<file path="src/rtl/clint_pkg.sv">
// rtl/clint_pkg.sv - shared CSR addresses, cause codes, bit indices and FSM states for clint
package clint_pkg;

    localparam logic [11:0] CSR_MSTATUS = 12'h300;
    localparam logic [11:0] CSR_MIE     = 12'h304;
    localparam logic [11:0] CSR_MTVEC   = 12'h305;
    localparam logic [11:0] CSR_MEPC    = 12'h341;
    localparam logic [11:0] CSR_MCAUSE  = 12'h342;

    localparam logic [31:0] CAUSE_ECALL  = 32'd11;
    localparam logic [31:0] CAUSE_EBREAK = 32'd3;
    localparam logic [31:0] CAUSE_MTIMER = 32'h8000_0007;

    localparam int MSTATUS_MIE  = 3;
    localparam int MSTATUS_MPIE = 7;
    localparam int MIE_MTIE     = 7;

    typedef enum logic [2:0] {
        S_IDLE    = 3'd0,
        S_MEPC    = 3'd1,
        S_MCAUSE  = 3'd2,
        S_MSTATUS = 3'd3,
        S_ASSERT  = 3'd4,
        S_MRET    = 3'd5
    } state_t;

    // Trap entry: MPIE <= MIE, MIE <= 0, MPP <= M.
    function automatic logic [31:0] trap_mstatus(input logic [31:0] ms);
        logic [31:0] r;
        r = ms;
        r[MSTATUS_MPIE] = ms[MSTATUS_MIE];
        r[MSTATUS_MIE]  = 1'b0;
        r[12:11]        = 2'b11;
        return r;
    endfunction

    // mret: MIE <= MPIE, MPIE <= 1.
    function automatic logic [31:0] mret_mstatus(input logic [31:0] ms);
        logic [31:0] r;
        r = ms;
        r[MSTATUS_MIE]  = ms[MSTATUS_MPIE];
        r[MSTATUS_MPIE] = 1'b1;
        return r;
    endfunction

endpackage

</file>
<file path="src/rtl/clint.sv">
// rtl/clint.sv - trap/mret sequencer driving CSR writes, pipeline hold and redirect pulse
// Optional: CLINT_VECTORED_EN enables vectored mtvec targets for asynchronous traps.
module clint
    import clint_pkg::*;
#(
    parameter logic RESET_MIE = 1'b0
) (
    input  logic        clk,
    input  logic        rst_n,
    input  logic        ex_valid_i,
    input  logic [31:0] ex_pc_i,
    input  logic        ex_ecall_i,
    input  logic        ex_ebreak_i,
    input  logic        ex_mret_i,
    input  logic        irq_timer_i,
    input  logic [31:0] csr_mtvec_i,
    input  logic [31:0] csr_mepc_i,
    input  logic [31:0] csr_mstatus_i,
    input  logic [31:0] csr_mie_i,
    output logic        hold_flag_o,
    output logic        clint_csr_we_o,
    output logic [11:0] clint_csr_waddr_o,
    output logic [31:0] clint_csr_wdata_o,
    output logic        int_assert_o,
    output logic [31:0] int_addr_o
);

    state_t      state_q, state_d;
    logic [31:0] epc_q, cause_q;
    logic        mret_q, async_q;
    logic        det_sync, det_ret, det_async, det_any;
    logic [31:0] trap_target;
    logic        unused_ok;

    // Detection is gated by rst_n so every output is 0 while reset is held.
    assign det_sync  = rst_n & ex_valid_i & (ex_ecall_i | ex_ebreak_i);
    assign det_ret   = rst_n & ex_valid_i & ex_mret_i;
    assign det_async = rst_n & ex_valid_i & irq_timer_i
                     & csr_mstatus_i[MSTATUS_MIE] & csr_mie_i[MIE_MTIE];
    assign det_any   = det_sync | det_ret | det_async;

    assign unused_ok = ^{csr_mie_i[31:MIE_MTIE+1], csr_mie_i[MIE_MTIE-1:0],
                         csr_mtvec_i[1:0], RESET_MIE};

    always_comb begin
        trap_target = {csr_mtvec_i[31:2], 2'b00};
`ifdef CLINT_VECTORED_EN
        if (async_q && csr_mtvec_i[1:0] == 2'b01)
            trap_target = {csr_mtvec_i[31:2], 2'b00} + {cause_q[29:0], 2'b00};
`endif
    end

    always_ff @(posedge clk or negedge rst_n) begin
        if (!rst_n) begin
            state_q <= S_IDLE;
            epc_q   <= '0;
            cause_q <= '0;
            mret_q  <= 1'b0;
            async_q <= 1'b0;
        end else begin
            state_q <= state_d;
            if (state_q == S_IDLE && det_any) begin
                epc_q   <= ex_pc_i;
                mret_q  <= ~det_sync & det_ret;
                async_q <= ~det_sync & ~det_ret;
                if (det_sync)
                    cause_q <= ex_ecall_i ? CAUSE_ECALL : CAUSE_EBREAK;
                else if (!det_ret)
                    cause_q <= CAUSE_MTIMER;
            end
        end
    end

    always_comb begin
        state_d           = state_q;
        hold_flag_o       = 1'b0;
        clint_csr_we_o    = 1'b0;
        clint_csr_waddr_o = '0;
        clint_csr_wdata_o = '0;
        int_assert_o      = 1'b0;
        int_addr_o        = '0;
        case (state_q)
            S_IDLE: begin
                if (det_sync || (det_async && !det_ret)) begin
                    hold_flag_o = 1'b1;
                    state_d     = S_MEPC;
                end else if (det_ret) begin
                    hold_flag_o = 1'b1;
                    state_d     = S_MRET;
                end
            end
            S_MEPC: begin
                hold_flag_o       = 1'b1;
                clint_csr_we_o    = 1'b1;
                clint_csr_waddr_o = CSR_MEPC;
                clint_csr_wdata_o = epc_q;
                state_d           = S_MCAUSE;
            end
            S_MCAUSE: begin
                hold_flag_o       = 1'b1;
                clint_csr_we_o    = 1'b1;
                clint_csr_waddr_o = CSR_MCAUSE;
                clint_csr_wdata_o = cause_q;
                state_d           = S_MSTATUS;
            end
            S_MSTATUS: begin
                hold_flag_o       = 1'b1;
                clint_csr_we_o    = 1'b1;
                clint_csr_waddr_o = CSR_MSTATUS;
                clint_csr_wdata_o = trap_mstatus(csr_mstatus_i);
                state_d           = S_ASSERT;
            end
            S_MRET: begin
                hold_flag_o       = 1'b1;
                clint_csr_we_o    = 1'b1;
                clint_csr_waddr_o = CSR_MSTATUS;
                clint_csr_wdata_o = mret_mstatus(csr_mstatus_i);
                state_d           = S_ASSERT;
            end
            S_ASSERT: begin
                hold_flag_o  = 1'b1;
                int_assert_o = 1'b1;
                int_addr_o   = mret_q ? csr_mepc_i : trap_target;
                state_d      = S_IDLE;
            end
            default: state_d = S_IDLE;
        endcase
    end

endmodule

</file>
<file path="config.mk">
export PLATFORM = sky130hd
export DESIGN_NAME = clint
export DESIGN_NICKNAME = d
export VERILOG_FILES = /design/src/rtl/clint_pkg.sv /design/src/rtl/clint.sv
export SDC_FILE = /design/constraint.sdc
export NUM_CORES = 1
export LEC_CHECK = 0
export CAP_MARGIN = 40
export CORE_AREA = 2 2 95 97
export CTS_BUF_LIST = sky130_fd_sc_hd__clkbuf_4 sky130_fd_sc_hd__clkbuf_8 sky130_fd_sc_hd__clkbuf_16
export DETAILED_ROUTE_END_ITERATION = 8
export DIE_AREA = 0 0 97 99
export PLACE_DENSITY = 0.78
export REMOVE_ABC_BUFFERS = 1
export SYNTH_ARGS = -nofsm -noshare
export SYNTH_HDL_FRONTEND = slang
export SYNTH_SLANG_ARGS = --single-unit
</file>
<file path="constraint.sdc">
create_clock -name clk -period 4.75 [get_ports clk]
set_clock_uncertainty 0.2 [all_clocks]
set_input_delay 0.475 -clock clk [delete_from_list [all_inputs] [get_ports clk]]
set_output_delay 0.475 -clock clk [all_outputs]
set_load 0.03 [all_outputs]
</file>
==> results of run 1 <==
-- power groups by stage --
stage,sequential (µW),combinational (µW),clock [µW]
2_1_floorplan,631,959,0
3_3_place_gp,622,1600,0
3_5_place_dp,632,1630,0
4_1_cts,625,1630,255
5_1_grt,645,1720,267
6_report,624,1620,240
-- synth_stat cells (2+ instances only) --
cell | number | area, µm²
buf_4 | 8 | 60.1
ha_1 | 2 | 25.0
a22oi_1 | 4 | 30.0
a21oi_1 | 4 | 20.0
nor2b_1 | 2 | 12.5
mux2_1 | 28 | 315
buf_6 | 3 | 33.8
mux2i_1 | 31 | 310
a22o_1 | 24 | 210
nand2b_1 | 4 | 25.0
mux2_2 | 9 | 101
nor2_1 | 36 | 135
and3_1 | 3 | 18.8
dfrtp_1 | 39 | 976
clkbuf_1 | 7 | 26.3
inv_1 | 4 | 15.0
buf_2 | 8 | 40.0
o21ai_0 | 2 | 10.0
a21boi_0 | 3 | 22.5
o21a_1 | 2 | 15.0
nand2_1 | 4 | 15.0
nor3_1 | 2 | 10.0
o2bb2ai_1 | 5 | 43.8
-- area by class of cell --
class,instances,area (µm²)
tap,108,135
timing repair buffer,211,2100
multi-input combinational,186,1480
inverter,4,15.0
sequential,39,976
clock inverter,2,13.8
fill,766,3740
clock buffer,6,82.6
-- flip-flops by register name, indices dropped and copies added (netlist names) --
signal   cells
epc_q       32
cause_q      3
mret_q       1
state_q      3
-- routing by layer --
layer,global-route usage,vias to the layer above,wire [µm]
met3,0.0702,6,859
met4,0.0368,0,69
li1,-,1288,-
met1,0.205,1279,3620
met5,0,-,0
met2,0.338,137,4770
-- final timing paths --
kind                                         from  depth (start not counted)                    end  slack, ns
max in group asynchronous                   rst_n                          2   epc_q[9]$_DFFE_PN0P_       3.84
hold reg to reg             epc_q[12]$_DFFE_PN0P_                          1  epc_q[12]$_DFFE_PN0P_       0.29
setup reg to reg           state_q[1]$_DFFE_PN0P_                          4   epc_q[0]$_DFFE_PN0P_       2.42
hold / removal                              rst_n                          2   epc_q[6]$_DFFE_PN0P_       0.14
min in group clk            epc_q[12]$_DFFE_PN0P_                          1  epc_q[12]$_DFFE_PN0P_       0.29
setup / recovery           state_q[2]$_DFFE_PN0P_                          5   clint_csr_wdata_o[8]       1.42
-- stage by stage --
stage / hold WS (ns) / cell area, µm² / total power, µW
CTS: 0.146 / 4810 / 2510
detailed placement: 0.274 / 4710 / 2260
floorplan: -0.0206 / 2470 / 1590
global placement: 0.267 / 4690 / 2220
global route: 0.187 / 4810 / 2630
finish: 0.143 / 4810 / 2480
-- logic make-up (layout without fill, tap and decap cells) --
| family | count (synthesis) | count (layout) | synth area share |
|---|---|---|---|
| compound gates | 52 | 52 | 0.164 |
| simple gates | 57 | 57 | 0.104 |
| buf+inv | 31 | 223 | 0.0686 |
| other cells | 1 | 7 | 0.00144 |
| mux | 68 | 68 | 0.279 |
| flops | 39 | 39 | 0.374 |
| fa+ha+maj | 2 | 2 | 0.00959 |
==> run_results.csv, run 1 <==
group,metric,value,unit
synthesis,ys_warn_count,0,
timing,setup_tns,0,ns
critical_path,cp_max_fo,25,
power,clkPwrFrac,0.097,
clocking,holdBufCountCts,0,
clocking,clkLatencyLatePin,0.29,ns
critical_path,crit_type,"register to output port",
global_route,antenna_found_initial,0,
power,ir_drop,0.312,mV
worst_hold_path,hp-class,"primary input to asynchronous set/reset pin",
global_route,overflow,0,
power,comb_power_share,0.652,
placed_design,finalWeightedCongestion,0.820,
placed_design,place_inst,548,
global_route,grt_pass1_vias,2742,
synthesis,synthCells,250,
clocking,cts_resized,0,
global_route,grt_usage,0.185,
layout,nNetsFinal,616,
clocking,clk_pin_slew_worst_paths,0.09,ns
clocking,cts-root-buf,"clkbuf_8",
timing,setup_viol,0,
synthesis,synth_edf_count,0,
clocking,clkSinkCount,39,
synthesis,synth-seq-cells,39,
route,drt_iter0_markers,62,
layout,fin_util,0.562,
critical_path,path_cells,"inv_1 > o21ai_2 > buf_4 > a22o_1 > clkdlybuf4s50_1",
critical_path,slowest_delay,0.74,ns
global_route,grt_pass1_wl,14.3,mm
synthesis,synthFlopType,"dfrtp_1",
synthesis,yosysUniqueCellTypes,39,
layout,mostFrequentLayoutCells,"clkdlybuf4s50_1 (204), dfrtp_1 (39), nor2_1 (35), mux2i_1 (31), mux2_1 (28)",
clocking,cts_buffer_depth,2,
layout,layout.cells.most_common,"clkdlybuf4s50_1",
timing,hold_violations,0,
route,routed_wl,9.32,mm
route,wl_per_cell,16.8,µm
timing,slew_violations,0,
outcome,status,"finished clean",
global_route,grt_max_degree,41,
floorplanning,fp-row-count,34,
critical_path,cp_top_family,"buffers and inverters",
power,seq_power_share,0.251,
job,max_cap_violations,0,
clocking,cts_tree,"done",
placed_design,place.port_buffers,205,
route,via_per_inst,4.87,
critical_path,end_kind,"output port",
synthesis,yosysSeqAreaShare,0.374,
timing,rsz0062_at_grt,"false",
clocking,postCtsSetupBuffers,0,
route,ant_nets,0,
route,vias,2710,
clocking,cts_buffers,5,
critical_path,cp_num_buf_inv,3,
timing,fin_ws,1.42,ns
critical_path,cp-start-kind,"register",
critical_path,slowest_stage,"dfrtp_1",
placed_design,place_hpwl,7.33,mm
placed_design,place_ws,1.71,ns
critical_path,crit_arrival,2.66,ns
synthesis,synth-async-reset-ratio,1.00,
power,p_sw_frac,0.443,
floorplanning,fp.dieW,97,µm
layout,area_growth,84.1,%
floorplanning,core-area,8550,µm²
clocking,htreeDepth,2,
floorplanning,die_area,9600,µm²
timing,tightest_slew,0.611,ns
timing,relSlewSlack,0.592,
timing,timing.final.crit_share,0.702,
critical_path,required,4.07,ns
power,power_density,516,nW/µm²
layout,fin_cells,556,
power,p_int,1380,µW
synthesis,synth_area_per_cell,10.4,µm²
timing,min_period,3.33,ns
route,drt_first_pass_iters,5,
power,p_leak,0.00196,µW
floorplanning,ios,246,
route,drc,0,
floorplanning,die_y,99,µm
floorplanning,initial_core_util,0.305,
layout,num_antenna_cells,0,
layout,drive_gt1_frac,0.0625,
synthesis,netlist_area,2610,µm²
timing,fmax,0.300,GHz
power,switching_power,1100,µW
Note: power is estimated with default switching activity, not from simulation.
==> run 2, diff against run 1 <==
- CORE_AREA: 2 2 95 97 -> not set
- CORE_MARGIN: not set -> 2
- CORE_UTILIZATION: not set -> 31
- DIE_AREA: 0 0 97 99 -> not set
- PLACE_DENSITY: 0.78 -> 0.79
- clock period: 4.75 -> 3.1 ns (I/O delays scaled with it)
==> run 2 against run 1 <==
  * Sequential cell count stayed put
  * Clock power is 35% higher
  * Critical path depth stayed put
  * Wire length is 1.3% lower
  * First-iteration DRC count stayed put
  * Utilization is 3.2 points higher
  * Power is 54% higher
==> run_results.csv, run 2 (synthesis results as in run 1) <==
group,metric,value,unit
critical_path,r2r.worst_path.cells,5,
placed_design,place_hpwl,7.45,mm
route,wl_per_cell,16.5,µm
critical_path,rrSetupSlack,0.74,ns
critical_path,r2r_start,"state_q[1]$_DFFE_PN0P_",
layout,mostFrequentLayoutCells,"clkdlybuf4s50_1 (202), dfrtp_1 (38), nor2_1 (35), mux2i_1 (31), mux2_1 (28)",
layout,nNetsFinal,622,
route,ant_nets,0,
power,p_int,2120,µW
placed_design,finalWeightedCongestion,0.809,
global_route,grt_pass1_vias,2669,
layout,fin_util,0.594,
outcome,status,"finished clean",
floorplanning,die_y,95.8,µm
critical_path,r2r-end,"epc_q[9]$_DFFE_PN0P_",
power,power_density,785,nW/µm²
global_route,overflow,0,
layout,fin_cells,557,
timing,rsz0062_at_grt,"false",
layout,drive_gt1_frac,0.0752,
route,drt_first_pass_iters,4,
layout,fillers,692,
clocking,htreeDepth,2,
power,p_leak,0.00198,µW
timing,slew_violations,0,
global_route,grt_usage,0.189,
route,top_layer_used,"met4",
worst_hold_path,whs_path_depth,1,
route,wl_met1,3.46,mm
clocking,cts_buffer_depth,2,
power,ir_drop,0.513,mV
timing,fmax,0.352,GHz
floorplanning,ios,246,
layout,area_growth,86.0,%
timing,setup_tns,0,ns
clocking,clkLatencyLatePin,0.29,ns
power,comb_power_share,0.671,
global_route,grt_max_degree,41,
route,drc,0,
timing,setup_viol,0,
route,via_per_inst,4.93,
critical_path,cp-start-kind,"register",
route,drt_iter0_markers,62,
clocking,clk_pin_slew_worst_paths,0.08,ns
timing,tightest_slew,0.583,ns
floorplanning,initial_core_util,0.319,
layout,reg_top3,"epc_q: 32 flops, cause_q: 3 flops, state_q: 3 flops",
route,vias,2747,
timing,min_period,2.84,ns
floorplanning,fp-row-count,33,
layout,layout.cells.most_common,"clkdlybuf4s50_1",
clocking,cts_tree,"done",
power,p_sw_frac,0.443,
critical_path,crit_type,"register to output port",
timing,hold_violations,0,
power,clkPwrFrac,0.085,
worst_hold_path,holdPathEnd,"epc_q[11]$_DFFE_PN0P_",
layout,largest_reg_flops,32,
clocking,clkSinkCount,39,
layout,num_antenna_cells,0,
layout,largest_register,"epc_q",
critical_path,crit_arrival,2.33,ns
route,dr_wl_met3,1.07,mm
clocking,cts_buffers,5,
worst_hold_path,min_from,"epc_q[11]$_DFFE_PN0P_",
critical_path,required,2.59,ns
route,routed_wl,9.20,mm
timing,timing.final.crit_share,0.915,
timing,relSlewSlack,0.610,
clocking,postCtsSetupBuffers,0,
clocking,cts-root-buf,"clkbuf_8",
critical_path,end_kind,"output port",
placed_design,place.port_buffers,205,
floorplanning,die_area,9170,µm²
job,max_cap_violations,0,
power,switching_power,1690,µW
power,seq_power_share,0.244,
floorplanning,fp.dieW,95.8,µm
floorplanning,core-area,8180,µm²
placed_design,place_inst,550,
route,wl_met2,4.53,mm
global_route,grt_pass1_wl,13.3,mm
critical_path,cp_max_fo,25,
global_route,antenna_found_initial,0,
worst_hold_path,hp-class,"register to register",
==> run 2: worst max path at each step <==
| stage | startpoint | to | slack, ns | cells past startpoint |
|---|---|---|---|---|
| finish | state_q[1]$_DFFE_PN0P_ | clint_csr_wdata_o[18] | 0.26 | 5 |
| global route | state_q[0]$_DFFE_PN0P_ | clint_csr_wdata_o[2] | 0.07 | 5 |
| CTS | state_q[2]$_DFFE_PN0P_ | clint_csr_wdata_o[18] | 0.07 | 5 |
| detailed placement | state_q[2]$_DFFE_PN0P_ | clint_csr_wdata_o[18] | 0.38 | 5 |
| global placement | state_q[2]$_DFFE_PN0P_ | clint_csr_wdata_o[6] | 0.46 | 5 |
| floorplan | state_q[1]$_DFFE_PN0P_ | clint_csr_wdata_o[10] | 0.14 | 3 |
==> run 2: per-layer routing <==
layer,up-vias,track usage
li1,1295,-
met3,10,0.0720
met5,-,0
met1,1300,0.217
met4,0,0.0476
met2,142,0.331
==> run 2: power groups by stage <==
stage / clock (µW) / combinational [µW] / sequential (µW)
finish: 325 / 2560 / 929
global route: 363 / 2730 / 964
CTS: 341 / 2580 / 928
detailed placement: 0 / 2570 / 937
global placement: 0 / 2520 / 926
floorplan: 0 / 1470 / 967
==> run 2: critical path, stage by stage, from the launching register on <==
cell	delay [ns]
dfrtp_1	0.44
nand2b_1	0.27
o21ai_2	0.15
buf_4	0.29
a22o_1	0.20
clkdlybuf4s50_1	0.69
==> run 2: metrics by stage <==
stage / total power, µW / cell area, µm² / worst slack, ns / hold slack (ns)
finish: 3810 / 4860 / 0.262 / 0.292
global placement: 3450 / 4770 / 0.463 / 0.265
CTS: 3850 / 4850 / 0.0690 / 0.292
detailed placement: 3510 / 4770 / 0.384 / 0.274
global route: 4050 / 4860 / 0.0741 / 0.309
floorplan: 2440 / 2470 / 0.138 / -0.186
==> run 2: timing repair <==
item	in CTS	in global routing
hold buffers	1	0
hold endpoints to repair	39	0
resized for setup	0	1
setup endpoints to repair	0	24
==> run 2: cell type report <==
class | instances | area [µm²] | area share
timing repair buffer | 217 | 2170 | 0.447
sequential | 39 | 977 | 0.201
inverter | 4 | 15.0 | 0.00309
tap | 105 | 131 | 0.0271
multi-input combinational | 186 | 1480 | 0.306
clock inverter | 1 | 7.51 | 0.00155
clock buffer | 5 | 68.8 | 0.0142
